===== src/rtl/rom_arb_pkg.sv =====
// +----------------------------------------------------------------------------+
// | rom_arb_pkg: shared tag type and index-width helper for rom_dp_arbiter     |
// | Revision: 1.0                                                              |
// +----------------------------------------------------------------------------+
`default_nettype none

package rom_arb_pkg;

  // Wide enough for the largest legal requester count (16).
  localparam int TAG_IW = 4;

  typedef struct packed {
    logic              valid;
    logic [TAG_IW-1:0] idx;
  } tag_t;

  function automatic int clog2(input int n);
    int w;
    w = 1;
    while ((1 << w) < n) w++;
    return w;
  endfunction

endpackage

`default_nettype wire


===== src/rtl/rr_pick2.sv =====
// +----------------------------------------------------------------------------+
// | rr_pick2: combinational two-winner wrapping search starting at ptr         |
// | Revision: 1.0                                                              |
// +----------------------------------------------------------------------------+
`default_nettype none

module rr_pick2 #(
  parameter int NREQ = 4,
  parameter int IW   = 2
) (
  input  logic [NREQ-1:0] mask_i,
  input  logic [IW-1:0]   ptr_i,
  output logic            a_valid_o,
  output logic [IW-1:0]   a_idx_o,
  output logic            b_valid_o,
  output logic [IW-1:0]   b_idx_o
);

  logic [IW:0]   w_sum;
  logic [IW-1:0] w_idx;

  always_comb begin
    a_valid_o = 1'b0;
    a_idx_o   = '0;
    b_valid_o = 1'b0;
    b_idx_o   = '0;
    w_sum     = '0;
    w_idx     = '0;
    for (int i = 0; i < NREQ; i++) begin
      w_sum = {1'b0, ptr_i} + (IW+1)'(i);
      if (w_sum >= (IW+1)'(NREQ)) w_sum = w_sum - (IW+1)'(NREQ);
      w_idx = w_sum[IW-1:0];
      if (mask_i[w_idx]) begin
        if (!a_valid_o) begin
          a_valid_o = 1'b1;
          a_idx_o   = w_idx;
        end else if (!b_valid_o) begin
          b_valid_o = 1'b1;
          b_idx_o   = w_idx;
        end
      end
    end
  end

endmodule

`default_nettype wire


===== src/rtl/rom_dp_arbiter.sv =====
// +----------------------------------------------------------------------------+
// | rom_dp_arbiter: grants up to two requesters per cycle onto an external     |
// | dual-port synchronous ROM; ROM_ARB_FIXED_PRIO0_EN gives req0 fixed prio.   |
// | Revision: 1.0                                                              |
// +----------------------------------------------------------------------------+
`default_nettype none

module rom_dp_arbiter
  import rom_arb_pkg::*;
#(
  parameter int NREQ   = 4,
  parameter int AWIDTH = 8,
  parameter int DWIDTH = 8
) (
  input  logic                     clk,
  input  logic                     rst,
  input  logic                     stall,
  input  logic [NREQ-1:0]          req_valid,
  input  logic [NREQ*AWIDTH-1:0]   req_addr,
  output logic [NREQ-1:0]          req_ready,
  output logic [NREQ-1:0]          resp_valid,
  output logic [NREQ*DWIDTH-1:0]   resp_data,
  output logic                     rom_en0,
  output logic                     rom_en1,
  output logic [AWIDTH-1:0]        rom_addr0,
  output logic [AWIDTH-1:0]        rom_addr1,
  input  logic [DWIDTH-1:0]        rom_q0,
  input  logic [DWIDTH-1:0]        rom_q1
);

  localparam int IW = clog2(NREQ);

  logic [IW-1:0]   ptr_q, ptr_d;
  tag_t            tag0_q, tag0_d, tag1_q, tag1_d;
  logic [NREQ-1:0] w_mask;
  logic            w_pa_valid, w_pb_valid, w_a_valid, w_b_valid;
  logic [IW-1:0]   w_pa_idx, w_pb_idx, w_a_idx, w_b_idx;
  logic            w_gnt_a, w_gnt_b;

`ifdef ROM_ARB_FIXED_PRIO0_EN
  // Requester 0 bypasses the rotation; the pointer only rotates over 1..NREQ-1.
  assign w_mask = {req_valid[NREQ-1:1], 1'b0};
`else
  assign w_mask = req_valid;
`endif

  rr_pick2 #(.NREQ(NREQ), .IW(IW)) u_pick (
    .mask_i    (w_mask),
    .ptr_i     (ptr_q),
    .a_valid_o (w_pa_valid),
    .a_idx_o   (w_pa_idx),
    .b_valid_o (w_pb_valid),
    .b_idx_o   (w_pb_idx)
  );

  always_comb begin
    w_a_valid = w_pa_valid;
    w_a_idx   = w_pa_idx;
    w_b_valid = w_pb_valid;
    w_b_idx   = w_pb_idx;
`ifdef ROM_ARB_FIXED_PRIO0_EN
    if (req_valid[0]) begin
      w_a_valid = 1'b1;
      w_a_idx   = '0;
      w_b_valid = w_pa_valid;
      w_b_idx   = w_pa_idx;
    end
`endif
  end

  assign w_gnt_a = w_a_valid & ~stall & ~rst;
  assign w_gnt_b = w_b_valid & ~stall & ~rst;

  always_comb begin
    req_ready = '0;
    if (w_gnt_a) req_ready[w_a_idx] = 1'b1;
    if (w_gnt_b) req_ready[w_b_idx] = 1'b1;
  end

  assign rom_en0   = w_gnt_a;
  assign rom_en1   = w_gnt_b;
  assign rom_addr0 = w_gnt_a ? req_addr[int'(w_a_idx)*AWIDTH +: AWIDTH] : '0;
  assign rom_addr1 = w_gnt_b ? req_addr[int'(w_b_idx)*AWIDTH +: AWIDTH] : '0;

  always_comb begin
    ptr_d = ptr_q;
    if (w_gnt_b)
      ptr_d = (w_b_idx == IW'(NREQ-1)) ? '0 : w_b_idx + IW'(1);
    else if (w_gnt_a)
      ptr_d = (w_a_idx == IW'(NREQ-1)) ? '0 : w_a_idx + IW'(1);
    tag0_d       = '0;
    tag0_d.valid = w_gnt_a;
    tag0_d.idx   = TAG_IW'(w_a_idx);
    tag1_d       = '0;
    tag1_d.valid = w_gnt_b;
    tag1_d.idx   = TAG_IW'(w_b_idx);
  end

  always_ff @(posedge clk) begin
    if (rst) begin
      ptr_q  <= '0;
      tag0_q <= '0;
      tag1_q <= '0;
    end else begin
      ptr_q  <= ptr_d;
      tag0_q <= tag0_d;
      tag1_q <= tag1_d;
    end
  end

  // ROM data lands one cycle after the enable, aligned with the tags.
  always_comb begin
    resp_valid = '0;
    resp_data  = '0;
    if (tag0_q.valid && !rst) begin
      resp_valid[tag0_q.idx[IW-1:0]]                          = 1'b1;
      resp_data[int'(tag0_q.idx[IW-1:0])*DWIDTH +: DWIDTH]   = rom_q0;
    end
    if (tag1_q.valid && !rst) begin
      resp_valid[tag1_q.idx[IW-1:0]]                          = 1'b1;
      resp_data[int'(tag1_q.idx[IW-1:0])*DWIDTH +: DWIDTH]   = rom_q1;
    end
  end

endmodule

`default_nettype wire


===== config.mk =====
export PLATFORM = sky130hd
export DESIGN_NAME = rom_dp_arbiter
export DESIGN_NICKNAME = d
export VERILOG_FILES = /design/src/rtl/rom_arb_pkg.sv /design/src/rtl/rr_pick2.sv /design/src/rtl/rom_dp_arbiter.sv
export SDC_FILE = /design/constraint.sdc
export NUM_CORES = 1
export LEC_CHECK = 0
export ABC_AREA = 1
export BUFFER_PORTS_ARGS = -buffer_cell sky130_fd_sc_hd__buf_2
export CAP_MARGIN = 15
export CORE_ASPECT_RATIO = 1.4
export CORE_MARGIN = 2
export CORE_UTILIZATION = 52
export CTS_BUF_LIST = sky130_fd_sc_hd__clkbuf_4
export DETAILED_ROUTE_END_ITERATION = 7
export HOLD_SLACK_MARGIN = 0.15
export PLACE_DENSITY = 0.89
export SYNTH_ARGS = -nofsm -noshare
export SYNTH_HDL_FRONTEND = slang
export SYNTH_SLANG_ARGS = --single-unit

===== constraint.sdc =====
create_clock -name clk -period 3.95 [get_ports clk]
set_input_delay 0.79 -clock clk [delete_from_list [all_inputs] [get_ports clk]]
set_output_delay 0.79 -clock clk [all_outputs]
set_load 0.02 [all_outputs]

==> flow_metrics.tcl <==
set metrics [dict create \
    outcome "finished clean" \
    ys_warn_count 0 \
    final_util_pct 68.3 \
    finalHoldViolations 0 \
    setup_viol 0 \
    synth_seq_area_share_pct 6.95 \
    fmax_ghz 0.269 \
    ys_async_sr_fraction_pct 0 \
    cp_max_fo 29 \
    worst_hold_slack_ns 0.786 \
    ff2ff_setup_slack_ns 1.02 \
    fin_area_um2 2900 \
    slew_violations 0 \
    rows 28 \
    postCtsSetupBuffers 0 \
    fin_crit_ns 3.72 \
    num_io_pins 113 \
    areaGrowthSynthToFinish_pct 25.6 \
    grt_overflow 0 \
    ys_types 29 \
    diodes 0 \
    synth_nets 488 \
    postRouteAntennaNets 0 \
    start_util_pct 54.4 \
    cp_data_required_time_ns 3.16 \
    relSlewSlack_pct 64.3 \
    yosysTopAreaCell "nand2_1" \
    vias 3177 \
    cts_sinks 8 \
    tns_ns 0 \
    n_fill_cell 411 \
    leakage_nw 1.76 \
    ctsResizeCount 0 \
    drc 0 \
    crit_top_cell "nand2_1" \
    track_usage_pct 28.4 \
    synth_flop_cell "dfxtp_1" \
    worstSetupPathType "reg -> out" \
    placed_cells 574 \
    post_dp_cell_area_um2 2870 \
    fin_skew_ns 0.00416 \
    cts_hold_buffers 0 \
    synth_cells 411 \
    synth.area.top_cells "nand2_1 (23%), ha_1 (12%), nand3_1 (9.3%)" \
    hp-class "in -> reg" \
    worst_path_max_delay_cell "dfxtp_1" \
    instances_no_fill 577 \
    root_buffer "clkbuf_4" \
    cp.arrival_ns 2.93 \
    tritoncts "done" \
    htreeDepth 1 \
    ir_drop_uv 569 \
    path_clk_slew_ns 0.05 \
    maxCapViolCount 0 \
    nets 596 \
    antenna_found_initial 0 \
    worst_pin_slew_ns 0.534 \
    start_kind "flop" \
    synth_edf_count 0 \
    die_width_um 60.3 \
    drive_gt1_share_pct 28.2 \
    period_share_pct 94.1 \
    cp-end-kind "output port" \
    hpwl_mm 5.68 \
    cellPowerDensity_nw_per_um2 795 \
    rsz0062_at_grt "false" \
    clock_path_buffers 2 \
    wl_per_cell_um 12.6 \
    portBuffers 112 \
    dieHeight_um 82.8 \
    grt_pass1_vias 2766 \
    netlist_area_um2 2310 \
    viasPerCell 5.51 \
    drt_wl_total_mm 7.27 \
    crit_chain "inv_6 > nand2_2 > nand3_1 > nand2_4 > ha_1 > inv_1 > nand2_1 > o21ai_0 > nand2_1 > nand2_1 > nand2_4 > nand2_4 > inv_1 > ha_1 > nand2_1 > o21ai_0 > buf_2" \
    grt_max_degree 30 \
    numCtsBuffers 3 \
    clk_latency_ns 0.25 \
    ys_ff_latch 8 \
    grt_pass1_wl_mm 11.5 \
    yosys.area.top_type_share_pct 22.8 \
    die_area_um2 4990 \
    postSynthAreaPerCell_um2 5.61 \
    coreArea_um2 4240 \
    first_pass_iters 6 \
    cp_slowest_stage_delay_ns 0.59 \
    drt_first_iter_violations 408 \
    gp_congestion 0.898 \
]
-- final timing paths --
| kind | start | endpoint | cells past startpoint |
|---|---|---|---|
| max | ptr_q[0]$_SDFFE_PP0P_ | req_ready[1] | 17 |
| min | rst | ptr_q[0]$_SDFFE_PP0P_ | 2 |
| max reg2reg | ptr_q[0]$_SDFFE_PP0P_ | ptr_q[1]$_SDFFE_PP0P_ | 18 |
| min reg2reg | ptr_q[1]$_SDFFE_PP0P_ | ptr_q[1]$_SDFFE_PP0P_ | 4 |
-- critical path: cells and delay by family, from the launching register on --
family / cells / cell delay [ns]
simple gates: 9 / 1.01
flops: 1 / 0.59
fa+ha+maj: 2 / 0.46
buf+inv: 4 / 0.45
compound gates: 2 / 0.15
-- sequential cells by signal (all words and copies together), names as in the netlist --
name / count
tag1_q: 3
tag0_q: 3
ptr_q: 2
-- layout by cell type (no fill, tap or decap), drive strengths merged --
master,Yosys,routed
nor3b,8,8
dfxtp,8,8
nor3,1,1
ha,22,22
nand2,157,157
nor2,55,55
o22ai,18,18
inv,48,48
nand4,6,6
clkinv,1,1
a21oi,2,2
clkbuf,3,3
nand3,44,44
or3,1,1
buf,8,114
o32ai,16,16
a22o,4,4
o21ai,9,9
-- through the flow --
| stage | worst slack (ns) | power, mW |
|---|---|---|
| floorplan | 0.609 | 1.84 |
| global placement | 0.331 | 2.16 |
| detailed placement | 0.248 | 2.21 |
| CTS | 0.236 | 2.28 |
| global route | 0.0130 | 2.55 |
| finish | 0.233 | 2.30 |
-- cell usage after synthesis (7+ instances only) --
cell type / number
nand2_4: 7
o21ai_0: 7
o32ai_1: 16
o22ai_1: 17
nand3_1: 43
nand2_2: 10
nor2_1: 51
ha_1: 22
nor3b_1: 8
nand2_1: 140
inv_1: 42
dfxtp_1: 8
-- area by class of cell --
cell class / count / area [um^2] / share of cell area [%]
repair buffers: 114 / 576 / 19.9
multi-input cells: 343 / 1870 / 64.7
well taps: 60 / 75.1 / 2.59
inverters: 49 / 189 / 6.52
clock buffers: 3 / 22.5 / 0.778
flip-flops and latches: 8 / 160 / 5.53
-- cell families (layout without fill, tap and decap cells) --
kind of cell	after synthesis	count (layout)	share of synthesized area (%)
adders and majority gates	22	22	11.9
and+or+nand+nor	272	272	54.2
AOI/OAI and AO/OA	49	49	15.1
buffers and inverters	60	166	11.8
DFF	8	8	6.95
-- power by group --
| group | leakage [nW] | internal [mW] | switching (mW) |
|---|---|---|---|
| Clock | 0.0138 | 0.0347 | 0.0268 |
| Sequential | 0.0662 | 0.109 | 0.0478 |
| Combinational | 1.68 | 0.652 | 1.43 |
-- layer usage --
layer,global-route usage (%),routed length [um]
met5,0,0
met4,10.7,152
met3,2.64,653
met2,51.7,3520
met1,33.5,2940
(Power assumes the default switching activity.)
